File: src/rtl/memoria_datos_dumper_if.sv
// memoria_datos_dumper_if: memory-side bus and word-stream handshake used by
// the memoria_datos dumper. The master modport is the dumper; the slave
// modport is the memory plus the word consumer.
interface memoria_datos_dumper_if #(
  parameter int RAM_WIDTH  = 32,
  parameter int ADDR_WIDTH = 11
);
  // memory port
  logic [ADDR_WIDTH-1:0] o_addr;
  logic                  o_ena;
  logic                  o_regcea;
  logic                  o_wea;
  logic                  o_soft_reset;
  logic                  i_reset_ack;
  logic [RAM_WIDTH-1:0]  i_data;
  // dumped word stream
  logic [RAM_WIDTH-1:0]  o_word;
  logic                  o_word_valid;
  logic                  i_word_ready;

  modport master (
    output o_addr, o_ena, o_regcea, o_wea, o_soft_reset, o_word, o_word_valid,
    input  i_reset_ack, i_data, i_word_ready
  );

  modport slave (
    input  o_addr, o_ena, o_regcea, o_wea, o_soft_reset, o_word, o_word_valid,
    output i_reset_ack, i_data, i_word_ready
  );
endinterface

File: src/rtl/memoria_datos_dumper.sv
// memoria_datos_dumper: read-only sweep of memoria_datos for the debug unit.
// A start pulse optionally soft-clears the memory, then every address
// 0..RAM_DEPTH-1 is read and offered on a valid/ready word stream.
// Optional feature macro: MEMDUMP_CHECKSUM_EN appends an XOR checksum word
// (CHK state) after the last data word.
// All outputs are registered; reset is synchronous and active-high.
module memoria_datos_dumper #(
  parameter int RAM_WIDTH    = 32,
  parameter int ADDR_WIDTH   = 11,
  parameter int RAM_DEPTH    = 1024,
  parameter int READ_LATENCY = 1
) (
  input  logic                   i_clk,
  input  logic                   i_reset,
  input  logic                   i_start,
  input  logic                   i_clear,
  memoria_datos_dumper_if.master bus,
  output logic                   o_busy,
  output logic                   o_done
);

  localparam int CNT_W = (READ_LATENCY > 1) ? $clog2(READ_LATENCY) : 1;
  localparam logic [ADDR_WIDTH-1:0] LP_LAST_ADDR = ADDR_WIDTH'(RAM_DEPTH - 1);
  localparam logic [ADDR_WIDTH-1:0] LP_ADDR_ONE  = ADDR_WIDTH'(1);
  localparam logic [CNT_W-1:0]      LP_CNT_LOAD  = CNT_W'(READ_LATENCY - 1);
  localparam logic [CNT_W-1:0]      LP_CNT_ONE   = CNT_W'(1);

  typedef enum logic [2:0] {
    S_IDLE  = 3'd0,
    S_CLEAR = 3'd1,
    S_ISSUE = 3'd2,
    S_WAIT  = 3'd3,
    S_HOLD  = 3'd4,
`ifdef MEMDUMP_CHECKSUM_EN
    S_DONE  = 3'd5,
    S_CHK   = 3'd6
`else
    S_DONE  = 3'd5
`endif
  } state_t;

  state_t                r_state;
  state_t                w_state_next;
  logic [ADDR_WIDTH-1:0] r_addr;
  logic [ADDR_WIDTH-1:0] w_addr_next;
  logic [CNT_W-1:0]      r_cnt;
  logic [CNT_W-1:0]      w_cnt_next;
  logic [RAM_WIDTH-1:0]  r_word;
  logic [RAM_WIDTH-1:0]  w_word_next;
  logic                  r_valid;
  logic                  w_valid_next;
  logic                  r_ena;
  logic                  w_ena_next;
  logic                  r_soft_reset;
  logic                  w_soft_reset_next;
  logic                  r_busy;
  logic                  w_busy_next;
  logic                  r_done;
  logic                  w_done_next;

`ifdef MEMDUMP_CHECKSUM_EN
  logic [RAM_WIDTH-1:0]  r_acc;
  logic [RAM_WIDTH-1:0]  w_acc_next;

  // One step of the running XOR checksum over accepted words.
  function automatic logic [RAM_WIDTH-1:0] f_xor_step(
    input logic [RAM_WIDTH-1:0] acc,
    input logic [RAM_WIDTH-1:0] word
  );
    return acc ^ word;
  endfunction
`endif

  // State register.
  always_ff @(posedge i_clk) begin
    if (i_reset) begin
      r_state <= S_IDLE;
    end else begin
      r_state <= w_state_next;
    end
  end

  // Next-state logic plus next values of every registered output.
  always_comb begin
    w_state_next = r_state;
    w_addr_next  = r_addr;
    w_cnt_next   = r_cnt;
    w_word_next  = r_word;
    w_valid_next = r_valid;
`ifdef MEMDUMP_CHECKSUM_EN
    w_acc_next   = r_acc;
`endif

    case (r_state)
      S_IDLE, S_DONE: begin
        // start is only honoured here; while busy it is ignored
        if (i_start) begin
          w_addr_next = '0;
`ifdef MEMDUMP_CHECKSUM_EN
          w_acc_next  = '0;
`endif
          if (i_clear) begin
            w_state_next = S_CLEAR;
          end else begin
            w_state_next = S_ISSUE;
          end
        end else begin
          w_state_next = r_state;
        end
      end

      S_CLEAR: begin
        // soft reset held low until the memory acknowledges; no timeout
        if (bus.i_reset_ack) begin
          w_addr_next  = '0;
          w_state_next = S_ISSUE;
        end else begin
          w_state_next = S_CLEAR;
        end
      end

      S_ISSUE: begin
        w_cnt_next   = LP_CNT_LOAD;
        w_state_next = S_WAIT;
      end

      S_WAIT: begin
        if (r_cnt == '0) begin
          w_word_next  = bus.i_data;
          w_valid_next = 1'b1;
          w_state_next = S_HOLD;
        end else begin
          w_cnt_next = r_cnt - LP_CNT_ONE;
        end
      end

      S_HOLD: begin
        if (bus.i_word_ready) begin
          w_valid_next = 1'b0;
`ifdef MEMDUMP_CHECKSUM_EN
          w_acc_next   = f_xor_step(r_acc, r_word);
`endif
          if (r_addr == LP_LAST_ADDR) begin
`ifdef MEMDUMP_CHECKSUM_EN
            // checksum word follows immediately, with the same hold rules
            w_word_next  = f_xor_step(r_acc, r_word);
            w_valid_next = 1'b1;
            w_state_next = S_CHK;
`else
            w_state_next = S_DONE;
`endif
          end else begin
            w_addr_next  = r_addr + LP_ADDR_ONE;
            w_state_next = S_ISSUE;
          end
        end else begin
          w_state_next = S_HOLD;
        end
      end

`ifdef MEMDUMP_CHECKSUM_EN
      S_CHK: begin
        if (bus.i_word_ready) begin
          w_valid_next = 1'b0;
          w_state_next = S_DONE;
        end else begin
          w_state_next = S_CHK;
        end
      end
`endif

      default: begin
        w_state_next = S_IDLE;
      end
    endcase

    // Control outputs follow the state being entered, so they are registered
    // yet line up exactly with that state.
    w_ena_next        = (w_state_next == S_ISSUE);
    w_soft_reset_next = (w_state_next != S_CLEAR);
    w_busy_next       = (w_state_next != S_IDLE) && (w_state_next != S_DONE);
    w_done_next       = (w_state_next == S_DONE);
  end

  // Datapath and output registers.
  always_ff @(posedge i_clk) begin
    if (i_reset) begin
      r_addr       <= '0;
      r_cnt        <= '0;
      r_word       <= '0;
      r_valid      <= 1'b0;
      r_ena        <= 1'b0;
      r_soft_reset <= 1'b1;
      r_busy       <= 1'b0;
      r_done       <= 1'b0;
`ifdef MEMDUMP_CHECKSUM_EN
      r_acc        <= '0;
`endif
    end else begin
      r_addr       <= w_addr_next;
      r_cnt        <= w_cnt_next;
      r_word       <= w_word_next;
      r_valid      <= w_valid_next;
      r_ena        <= w_ena_next;
      r_soft_reset <= w_soft_reset_next;
      r_busy       <= w_busy_next;
      r_done       <= w_done_next;
`ifdef MEMDUMP_CHECKSUM_EN
      r_acc        <= w_acc_next;
`endif
    end
  end

  assign bus.o_addr       = r_addr;
  assign bus.o_ena        = r_ena;
  assign bus.o_regcea     = r_ena;
  assign bus.o_wea        = 1'b0;
  assign bus.o_soft_reset = r_soft_reset;
  assign bus.o_word       = r_word;
  assign bus.o_word_valid = r_valid;
  assign o_busy           = r_busy;
  assign o_done           = r_done;

endmodule

File: src/flat_wrapper.sv
// flat-port wrapper written by rule: the top's interface ports become plain ports
module memoria_datos_dumper_flat 
#(
  parameter int RAM_WIDTH    = 32,
  parameter int ADDR_WIDTH   = 11,
  parameter int RAM_DEPTH    = 1024,
  parameter int READ_LATENCY = 1
)
  (i_clk, i_reset, i_start, i_clear, o_busy, o_done, bus_o_addr, bus_o_ena, bus_o_regcea, bus_o_wea, bus_o_soft_reset, bus_o_word, bus_o_word_valid, bus_i_reset_ack, bus_i_data, bus_i_word_ready);
  memoria_datos_dumper_if #(.RAM_WIDTH(RAM_WIDTH), .ADDR_WIDTH(ADDR_WIDTH)) bus_i ();
  input  logic i_clk;
  input  logic i_reset;
  input  logic i_start;
  input  logic i_clear;
  output logic o_busy;
  output logic o_done;
  output wire logic [$bits(bus_i.o_addr)-1:0] bus_o_addr;
  output wire logic [$bits(bus_i.o_ena)-1:0] bus_o_ena;
  output wire logic [$bits(bus_i.o_regcea)-1:0] bus_o_regcea;
  output wire logic [$bits(bus_i.o_wea)-1:0] bus_o_wea;
  output wire logic [$bits(bus_i.o_soft_reset)-1:0] bus_o_soft_reset;
  output wire logic [$bits(bus_i.o_word)-1:0] bus_o_word;
  output wire logic [$bits(bus_i.o_word_valid)-1:0] bus_o_word_valid;
  input wire logic [$bits(bus_i.i_reset_ack)-1:0] bus_i_reset_ack;
  input wire logic [$bits(bus_i.i_data)-1:0] bus_i_data;
  input wire logic [$bits(bus_i.i_word_ready)-1:0] bus_i_word_ready;
  assign bus_o_addr = bus_i.o_addr;
  assign bus_o_ena = bus_i.o_ena;
  assign bus_o_regcea = bus_i.o_regcea;
  assign bus_o_wea = bus_i.o_wea;
  assign bus_o_soft_reset = bus_i.o_soft_reset;
  assign bus_o_word = bus_i.o_word;
  assign bus_o_word_valid = bus_i.o_word_valid;
  assign bus_i.i_reset_ack = bus_i_reset_ack;
  assign bus_i.i_data = bus_i_data;
  assign bus_i.i_word_ready = bus_i_word_ready;
  memoria_datos_dumper #(.RAM_WIDTH(RAM_WIDTH), .ADDR_WIDTH(ADDR_WIDTH), .RAM_DEPTH(RAM_DEPTH), .READ_LATENCY(READ_LATENCY)) u_core (.i_clk(i_clk), .i_reset(i_reset), .i_start(i_start), .i_clear(i_clear), .bus(bus_i), .o_busy(o_busy), .o_done(o_done));
endmodule
File: config.mk
export PLATFORM = sky130hd
export DESIGN_NAME = memoria_datos_dumper_flat
export DESIGN_NICKNAME = d
export VERILOG_FILES = /design/src/rtl/memoria_datos_dumper_if.sv /design/src/rtl/memoria_datos_dumper.sv /design/src/flat_wrapper.sv
export SDC_FILE = /design/constraint.sdc
export NUM_CORES = 1
export LEC_CHECK = 0
export ABC_AREA = 1
export BUFFER_PORTS_ARGS = -buffer_cell sky130_fd_sc_hd__buf_2
export CORE_AREA = 5 5 73 75
export DETAILED_ROUTE_END_ITERATION = 8
export DIE_AREA = 0 0 78 80
export PLACE_DENSITY = 0.85
export SYNTH_ARGS = -nofsm -noshare
export SYNTH_HDL_FRONTEND = slang
export SYNTH_SLANG_ARGS = --single-unit
export TNS_END_PERCENT = 10
File: constraint.sdc
create_clock -name i_clk -period 2.9 [get_ports i_clk]
set_clock_uncertainty 0.05 [all_clocks]
set_input_delay 0.87 -clock i_clk [delete_from_list [all_inputs] [get_ports i_clk]]
set_output_delay 0.87 -clock i_clk [all_outputs]
set_load 0.02 [all_outputs]
==> results of run 1 <==
-- per-layer routing --
layer,global-route usage [%],vias up,share of wire [%]
li1,-,1212,-
met1,20.8,1017,41
met2,31.8,91,49
met3,6.09,4,10
met4,4.39,0,0.77
met5,0,-,0
-- kinds of logic after synthesis --
logic type / after synthesis
AND/OR/NAND/NOR: 193
other: 1
XOR/XNOR: 1
flip-flops: 51
adder cells (fa/ha/maj): 1
AO/OA/AOI/OAI: 47
buffers and inverters: 36
-- placed cells by master, fill, tap and decap left out, types with 2 or more instances in the layout --
cell                       Yosys  routed
sky130_fd_sc_hd__a21oi_1      10      10
sky130_fd_sc_hd__buf_2         0      86
sky130_fd_sc_hd__buf_4         5       2
sky130_fd_sc_hd__clkbuf_8      0       6
sky130_fd_sc_hd__dfxtp_1      51      51
sky130_fd_sc_hd__inv_1        19      19
sky130_fd_sc_hd__inv_2         3       3
sky130_fd_sc_hd__nand2_1      56      56
sky130_fd_sc_hd__nand2_2       6       6
sky130_fd_sc_hd__nand3_1      21      21
sky130_fd_sc_hd__nand3_2       3       3
sky130_fd_sc_hd__nand4_1       3       3
sky130_fd_sc_hd__nor2_1       93      93
sky130_fd_sc_hd__nor2_2        6       6
sky130_fd_sc_hd__nor2_4        2       2
sky130_fd_sc_hd__o21ai_0      33      33
-- power by group through the flow --
stage	clock (mW)	sequential [mW]	combinational (mW)
after floorplan	0	0.959	0.329
after global placement	0	0.862	0.585
after detailed placement	0	0.864	0.592
after CTS	0.533	0.849	0.593
after global routing	0.566	0.864	0.650
final	0.516	0.849	0.590
-- path summary, 6_finish.rpt --
| path | start | end | slack [ps] | cells after the start |
|---|---|---|---|---|
| max | u_core.r_state[1] | u_core.bus.o_word[28] | 910 | 4 |
| min | u_core.bus.o_word[19] | u_core.bus.o_word[19] | 430 | 2 |
| max reg2reg | u_core.r_state[1] | u_core.bus.o_word[28] | 910 | 4 |
| min reg2reg | u_core.bus.o_word[19] | u_core.bus.o_word[19] | 430 | 2 |
-- registers in the layout, summed over array words and instances (netlist names) --
signal and flops:
u_core.o_done 1, u_core.bus.o_ena 1, u_core.bus.o_soft_reset 1, u_core.bus.o_addr 11, u_core.bus.o_word_valid 1, u_core.o_busy 1, u_core.bus.o_word 32, u_core.r_state 3
-- metrics by stage --
stage / total power, mW / util (%) / std cells / setup WS, ps / cell area (sq um)
5_1_grt: 2.08 / 62.0 / 467 / 691 / 2850
6_report: 1.95 / 62.0 / 467 / 915 / 2850
2_1_floorplan: 1.29 / - / 330 / 1130 / 2290
3_3_place_gp: 1.45 / 59.4 / 459 / 902 / 2730
4_1_cts: 1.97 / 62.0 / 467 / 916 / 2850
3_5_place_dp: 1.46 / 59.4 / 459 / 842 / 2730
-- worst reg2reg max path, delay by kind of cell (launching register included) --
kind                   cells  cell delay, ps
flip-flops                 1             470
buffers and inverters      1             810
AND/OR/NAND/NOR            3             590
-- area by class of cell --
class	instances	share of cell area, %
clock inverters	2	1.36
flip-flops and latches	51	35.8
inverters	23	3.07
clock buffers	6	2.89
multi-input cells	243	38.9
well taps	54	2.37
repair buffers	88	15.6
==> impl_summary.txt, run 1 <==
----------------------------------------------------
[Status]
  Run status ... finished, final reports clean

[Synth]
  Synthesized area per cell ... between 6 and 7 sq um
  Mapped cell area ... ~2300 sq um
  Cell with the most instances after synthesis ... sky130_fd_sc_hd__nor2_1
  Most instantiated flip-flop cell in the synthesis netlist ... sky130_fd_sc_hd__dfxtp_1
  Post-Synth XOR/XNOR Area ... less than 1%
  Yosys cell types ... 27
  Cell type with the highest aggregate area in the netlist ... sky130_fd_sc_hd__dfxtp_1
  Synthesized instance count ... 330
  Synthesized Nets ... 369
  Leading cell types by count after synthesis ... sky130_fd_sc_hd__nor2_1 (93), sky130_fd_sc_hd__nand2_1 (56), sky130_fd_sc_hd__dfxtp_1 (51), sky130_fd_sc_hd__o21ai_0 (33), sky130_fd_sc_hd__nand3_1 (21)
  Area share of the largest cell type after synthesis ... between 40% and 50%
  Compound-gate portion of the synthesized area ... 10.7%
  Fraction of synthesis flops using an asynchronous set or reset pin ... 0%
  Arithmetic-cell share of the synthesized area counting full adders, half adders and majority gates ... less than 1%
  Number of warnings printed during yosys synthesis ... 0
  Synthesized-area fraction occupied by and/or/nand/nor cells ... approximately 37%
  Biggest area contributors in the synthesized netlist ... sky130_fd_sc_hd__dfxtp_1 (45%), sky130_fd_sc_hd__nor2_1 (15%), sky130_fd_sc_hd__nand2_1 (9.2%)
  Yosys reg bits ... a little over 50
  Dominant combinational cell family by area after synthesis ... simple AND/OR/NAND/NOR gates
  Portion of the post-synthesis area used by sequential elements ... 44.5%
  EDFF count, synth ... 0
  Multiplexer share of the synthesized area ... 0%

[Clock tree]
  Number of buffers inserted by post-CTS setup repair ... 0
  H-tree depth ... 2
  Number of buffers between clock root and the deepest sink ... 2
  Resized Gates After CTS ... 0
  Clock Pin Slew Worst Setup and Hold Paths ... around 90 ps
  Source-to-sink clock delay at the later pin of the worst-skew pair ... slightly below 300 ps
  Root Buffer Master ... sky130_fd_sc_hd__clkbuf_8
  Number of sinks handled by clock tree synthesis ... a little over 50
  TritonCTS clock tree ... done
  Total CTS buffers ... 5
  Hold-fix buffers at CTS ... 0

[Global routing]
  Total overflow reported by the global router ... 0
  Antenna violations before repair ... 0
  Pin count of the biggest net entering global routing ... 33
  Wire length of the first global-routing pass ... 9.31 mm
  Vias in the first global route ... 2136
  Total routing resource utilization after global routing ... between 10% and 20%

[Floorplan]
  Number of rows created at floorplan ... 25
  IO Pins ... about 90
  Die boundary height ... 80 um
  Die Outline Area ... roughly 6200 sq um
  Die span in x ... 78 um
  Core area ... 4600 sq um
  Starting utilization of the core area ... about 50%

[STA]
  Peak clock frequency supported by timing ... roughly 500 MHz
  Final-layout setup total negative slack ... 0 ps
  Final setup viols ... 0
  Worst hold slack ... about 430 ps
  Worst slew margin relative to its limit ... ~37%
  Unrepaired setup endpoints after global routing ... no
  Slew of the pin with the lowest slew margin ... about 950 ps
  Final number of hold-violating endpoints ... 0
  Final number of max-transition violations ... 0
  Time the final worst path needs with I/O delays and setup ... 1990 ps
  Tcrit/Tclk final ... 68.5%

[Critical path]
  Largest incremental delay on the critical path ... approximately 810 ps
  Element type at the critical path start ... flip-flop
  Cells along the critical path ... nand3_1, inv_1, nor2_1, nor2_1
  Element type at the critical path end ... flip-flop
  Worst Path Buf+Inv ... 1
  Start-to-end type of the worst setup path ... reg2reg
  Largest fanout on the critical path ... 32
  Cell family with the largest share of critical-path delay ... buffers and inverters
  Cell occurring most often along the worst timing path ... sky130_fd_sc_hd__nor2_1
  Critical path data required time ... ~3000 ps
  Slowest cell on crit path ... sky130_fd_sc_hd__inv_1
  Arr. time, crit path ... approximately 2200 ps

[Layout]
  Antenna cells ... 0
  Share of layout cells above drive strength 1 ... 29.1%
  Number of fill cells ... roughly 410
  Layout Area Growth over Synthesis ... 24.4%
  Area used by multi-input combinational logic ... about 1100 sq um
  Area used by sequential logic in the layout ... approximately 1000 sq um
  Number of nets at the end of the flow ... between 400 and 500

[Detailed routing]
  Wire length per cell ... 12.0 um
  DRC violation count after routing ... 0
  DRC marker count from the first detailed-route iteration ... 99
  Vias per std cell ... 4.98
  ANT nets after route ... 0
  TritonRoute pass-1 iters ... 4
  Final wirelength ... ~5.6 mm
  Vias ... 2324

[Power and ir drop]
  Internal Power ... around 1.3 mW
  Leak Pwr ... 1.35 nW
  P per Cell Area ... between 600 and 700 nW/um^2
  NetSw ... between 0.6 and 0.7 mW
  Share of power burned in registers ... a little over two fifths
  Switching fraction of total power ... 34.9%
  Power share of the combinational group ... ~30%
  Maximum vdd ir drop ... approximately 400 uV
  Fraction of power consumed by the clock network ... 26.4%

[Place]
  Post-detailed-placement half-perimeter wirelength ... 4.35 mm
  Last weighted congestion value of the routability-driven placer ... 0.858
  Port Buffer Count ... 86

[Run]
  Number of max-cap violations ... 0

[Hold path]
  Class of the tightest hold or removal check ... reg2reg

----------------------------------------------------
No activity file was read; power rests on OpenSTA's default activity.
==> run 2: changes to the inputs <==
CORE_AREA = 5 5 76 78   (was 5 5 73 75)
DIE_AREA = 0 0 81 83   (was 0 0 78 80)
PLACE_DENSITY = 0.79   (was 0.85)
clock period = 1.9 ns   (was 2.9 ns; I/O delays follow)
==> impl_summary.txt, run 2 (synthesis gave the netlist of run 1 again) <==
----------------------------------------------------
[Clock tree]
  Clock Pin Slew Worst Setup and Hold Paths ... 90 ps (about the same)
  Resized Gates After CTS ... 0 (unchanged)
  Source-to-sink clock delay at the later pin of the worst-skew pair ... 300 ps (about the same)
  Number of buffers inserted by post-CTS setup repair ... 0 (unchanged)
  H-tree depth ... 2 (unchanged)
  Hold-fix buffers at CTS ... 0 (unchanged)
  Number of buffers between clock root and the deepest sink ... 2 (unchanged)
  Total CTS buffers ... 5 (unchanged)
  Root Buffer Master ... sky130_fd_sc_hd__clkbuf_8
  TritonCTS clock tree ... done
  Number of sinks handled by clock tree synthesis ... 51 (unchanged)

[STA]
  Time the final worst path needs with I/O delays and setup ... 1640 ps (-342 ps)
  Worst hold slack ... 434 ps (+1.38 ps)
  Unrepaired setup endpoints after global routing ... no
  Final-layout setup total negative slack ... 0 ps (unchanged)
  Final number of max-transition violations ... 0 (unchanged)
  Tcrit/Tclk final ... 86.5% (+18 points)
  Final setup viols ... 0 (unchanged)
  Final number of hold-violating endpoints ... 0 (unchanged)
  Peak clock frequency supported by timing ... 608 MHz (+21%)

[Global routing]
  Total routing resource utilization after global routing ... 17.0% (-0.98 points)
  Antenna violations before repair ... 0 (unchanged)
  Total overflow reported by the global router ... 0 (unchanged)
  Vias in the first global route ... 2178 (+2.0%)
  Pin count of the biggest net entering global routing ... 35 (+6.1%)
  Wire length of the first global-routing pass ... 9.28 mm (-0.30%)

[Layout]
  Commonest cells after routing, fill and taps aside ... sky130_fd_sc_hd__nor2_1 (93), sky130_fd_sc_hd__buf_2 (86), sky130_fd_sc_hd__nand2_1 (56)
  Antenna cells ... 0 (unchanged)
  Share of layout cells above drive strength 1 ... 30.2% (+1.2 points)
  Number of fill cells ... 504 (+22%)
  Layout Area Growth over Synthesis ... 26.6%
  Number of nets at the end of the flow ... 458 (+1.6%)
  Most frequent standard cell in the layout excluding fill and tap cells ... sky130_fd_sc_hd__nor2_1
  Flip-flop count of the largest register after layout ... 32 (unchanged)

[Status]
  Run status ... finished, final reports clean

[Detailed routing]
  ANT nets after route ... 0 (unchanged)
  Wire length per cell ... 11.7 um (-2.6%)
  DRC marker count from the first detailed-route iteration ... 136 (+37%)
  TritonRoute pass-1 iters ... 4 (unchanged)
  Final wirelength ... 5.72 mm (+2.2%)
  Vias per std cell ... 4.73 (-5.0%)
  Vias ... 2317 (-0.30%)
  DRC violation count after routing ... 0 (unchanged)

[Critical path]
  Element type at the critical path start ... flip-flop
  Critical path data required time ... 2050 ps (-1030 ps)
  Start-to-end type of the worst setup path ... reg2reg
  Largest fanout on the critical path ... 5 (-84%)
  Worst Path Buf+Inv ... 1 (unchanged)
  Largest incremental delay on the critical path ... 400 ps (-410 ps)
  Cell family with the largest share of critical-path delay ... simple AND/OR/NAND/NOR gates
  Cells along the critical path ... ha_1, nand2_2, nor2_1, nand3_1, nor2_2, nor2_2, inv_1, nand2_1, nand3_1, nand2_1
  Element type at the critical path end ... flip-flop
  Arr. time, crit path ... 1800 ps (-370 ps)
  Slowest cell on crit path ... sky130_fd_sc_hd__dfxtp_1

[Place]
  Port Buffer Count ... 86 (unchanged)
  Post-detailed-placement half-perimeter wirelength ... 4.37 mm (+0.52%)
  Last weighted congestion value of the routability-driven placer ... 0.952 (+11%)

[Power and ir drop]
  Share of power burned in registers ... 45.1% (+1.7 points)
  Switching fraction of total power ... 36.7% (+1.8 points)
  Post-route total power ... 2.87 mW (+47%)
  NetSw ... 1.05 mW (+54%)
  Fraction of power consumed by the clock network ... 22.7% (-3.7 points)
  Maximum vdd ir drop ... 499 uV (+24%)
  Leak Pwr ... 1.38 nW (+1.6%)
  Power share of the combinational group ... 32.2% (+2.0 points)
  P per Cell Area ... 989 nW/um^2 (+44%)
  Internal Power ... 1.82 mW (+43%)

[Floorplan]
  Die Outline Area ... 6720 sq um (+7.7%)
  Core area ... 5010 sq um (+9.0%)
  IO Pins ... 88 (unchanged)
  Die span in x ... 81 um (+3.8%)
  Starting utilization of the core area ... 45.8% (-4.1 points)
  Number of rows created at floorplan ... 26 (+4.0%)
  Die boundary height ... 83 um (+3.8%)

[Hold path]
  Class of the tightest hold or removal check ... reg2reg

[Run]
  Number of max-cap violations ... 0 (unchanged)

----------------------------------------------------
-- run 2: changes by cell type in the layout (fill, tap and decap cells not counted), sizes merged --
cell,before,now
bufinv,1,0
buf,88,95
clkinvlp,0,1
inv,23,22
clkinv,1,2
-- run 2: power by group through the flow --
stage | sequential [mW] | clock (mW) | combinational [mW]
finish | 1.30 | 0.652 | 0.924
floorplan | 1.46 | 0 | 0.502
CTS | 1.30 | 0.673 | 0.927
global route | 1.31 | 0.715 | 1.03
detailed placement | 1.32 | 0 | 0.928
global placement | 1.31 | 0 | 0.910
-- run 2: final cells by class --
cell class | instances | area [sq um] | share of cell area, %
Multi-Input combinational cell | 243 | 1110 | 38.2
Sequential cell | 51 | 1020 | 35.2
Timing Repair Buffer | 95 | 498 | 17.2
Inverter | 23 | 87.6 | 3.02
Tap cell | 70 | 87.6 | 3.02
Clock buffer | 6 | 82.6 | 2.84
Clock inverter | 2 | 16.3 | 0.560
-- run 2: worst paths after layout --
| check | endpoint | cells after the start | slack, ps | startpoint |
|---|---|---|---|---|
| max | u_core.o_busy | 10 | 260 | u_core.bus.o_addr[1] |
| min | u_core.bus.o_word[19] | 2 | 430 | u_core.bus.o_word[19] |
| max reg2reg | u_core.o_busy | 10 | 260 | u_core.bus.o_addr[1] |
| min reg2reg | u_core.bus.o_word[19] | 2 | 430 | u_core.bus.o_word[19] |
-- run 2: metal layers --
metal / GRT usage [%] / vias to the layer above / part of all wire (%)
met5: 0 / - / 0
met4: 5.07 / 0 / 1.1
met3: 6.17 / 7 / 9.3
met2: 27.6 / 88 / 45
met1: 20.8 / 1001 / 45
li1: - / 1221 / -
-- run 2: metrics by stage --
step	area, sq um	utilization, %	setup WS [ps]	cells
2_1_floorplan	2290	-	126	330
3_3_place_gp	2800	56.0	353	482
3_5_place_dp	2800	56.0	290	482
4_1_cts	2900	57.9	276	490
5_1_grt	2900	57.9	98.9	490
6_report	2900	57.9	256	490
-- run 2: worst reg2reg max path, cell delays in order (launching register included) --
cell	delay, ps
sky130_fd_sc_hd__dfxtp_1	400
sky130_fd_sc_hd__ha_1	200
sky130_fd_sc_hd__nand2_2	70
sky130_fd_sc_hd__nor2_1	130
sky130_fd_sc_hd__nand3_1	150
sky130_fd_sc_hd__nor2_2	190
sky130_fd_sc_hd__nor2_2	70
sky130_fd_sc_hd__inv_1	70
sky130_fd_sc_hd__nand2_1	80
sky130_fd_sc_hd__nand3_1	70
sky130_fd_sc_hd__nand2_1	50
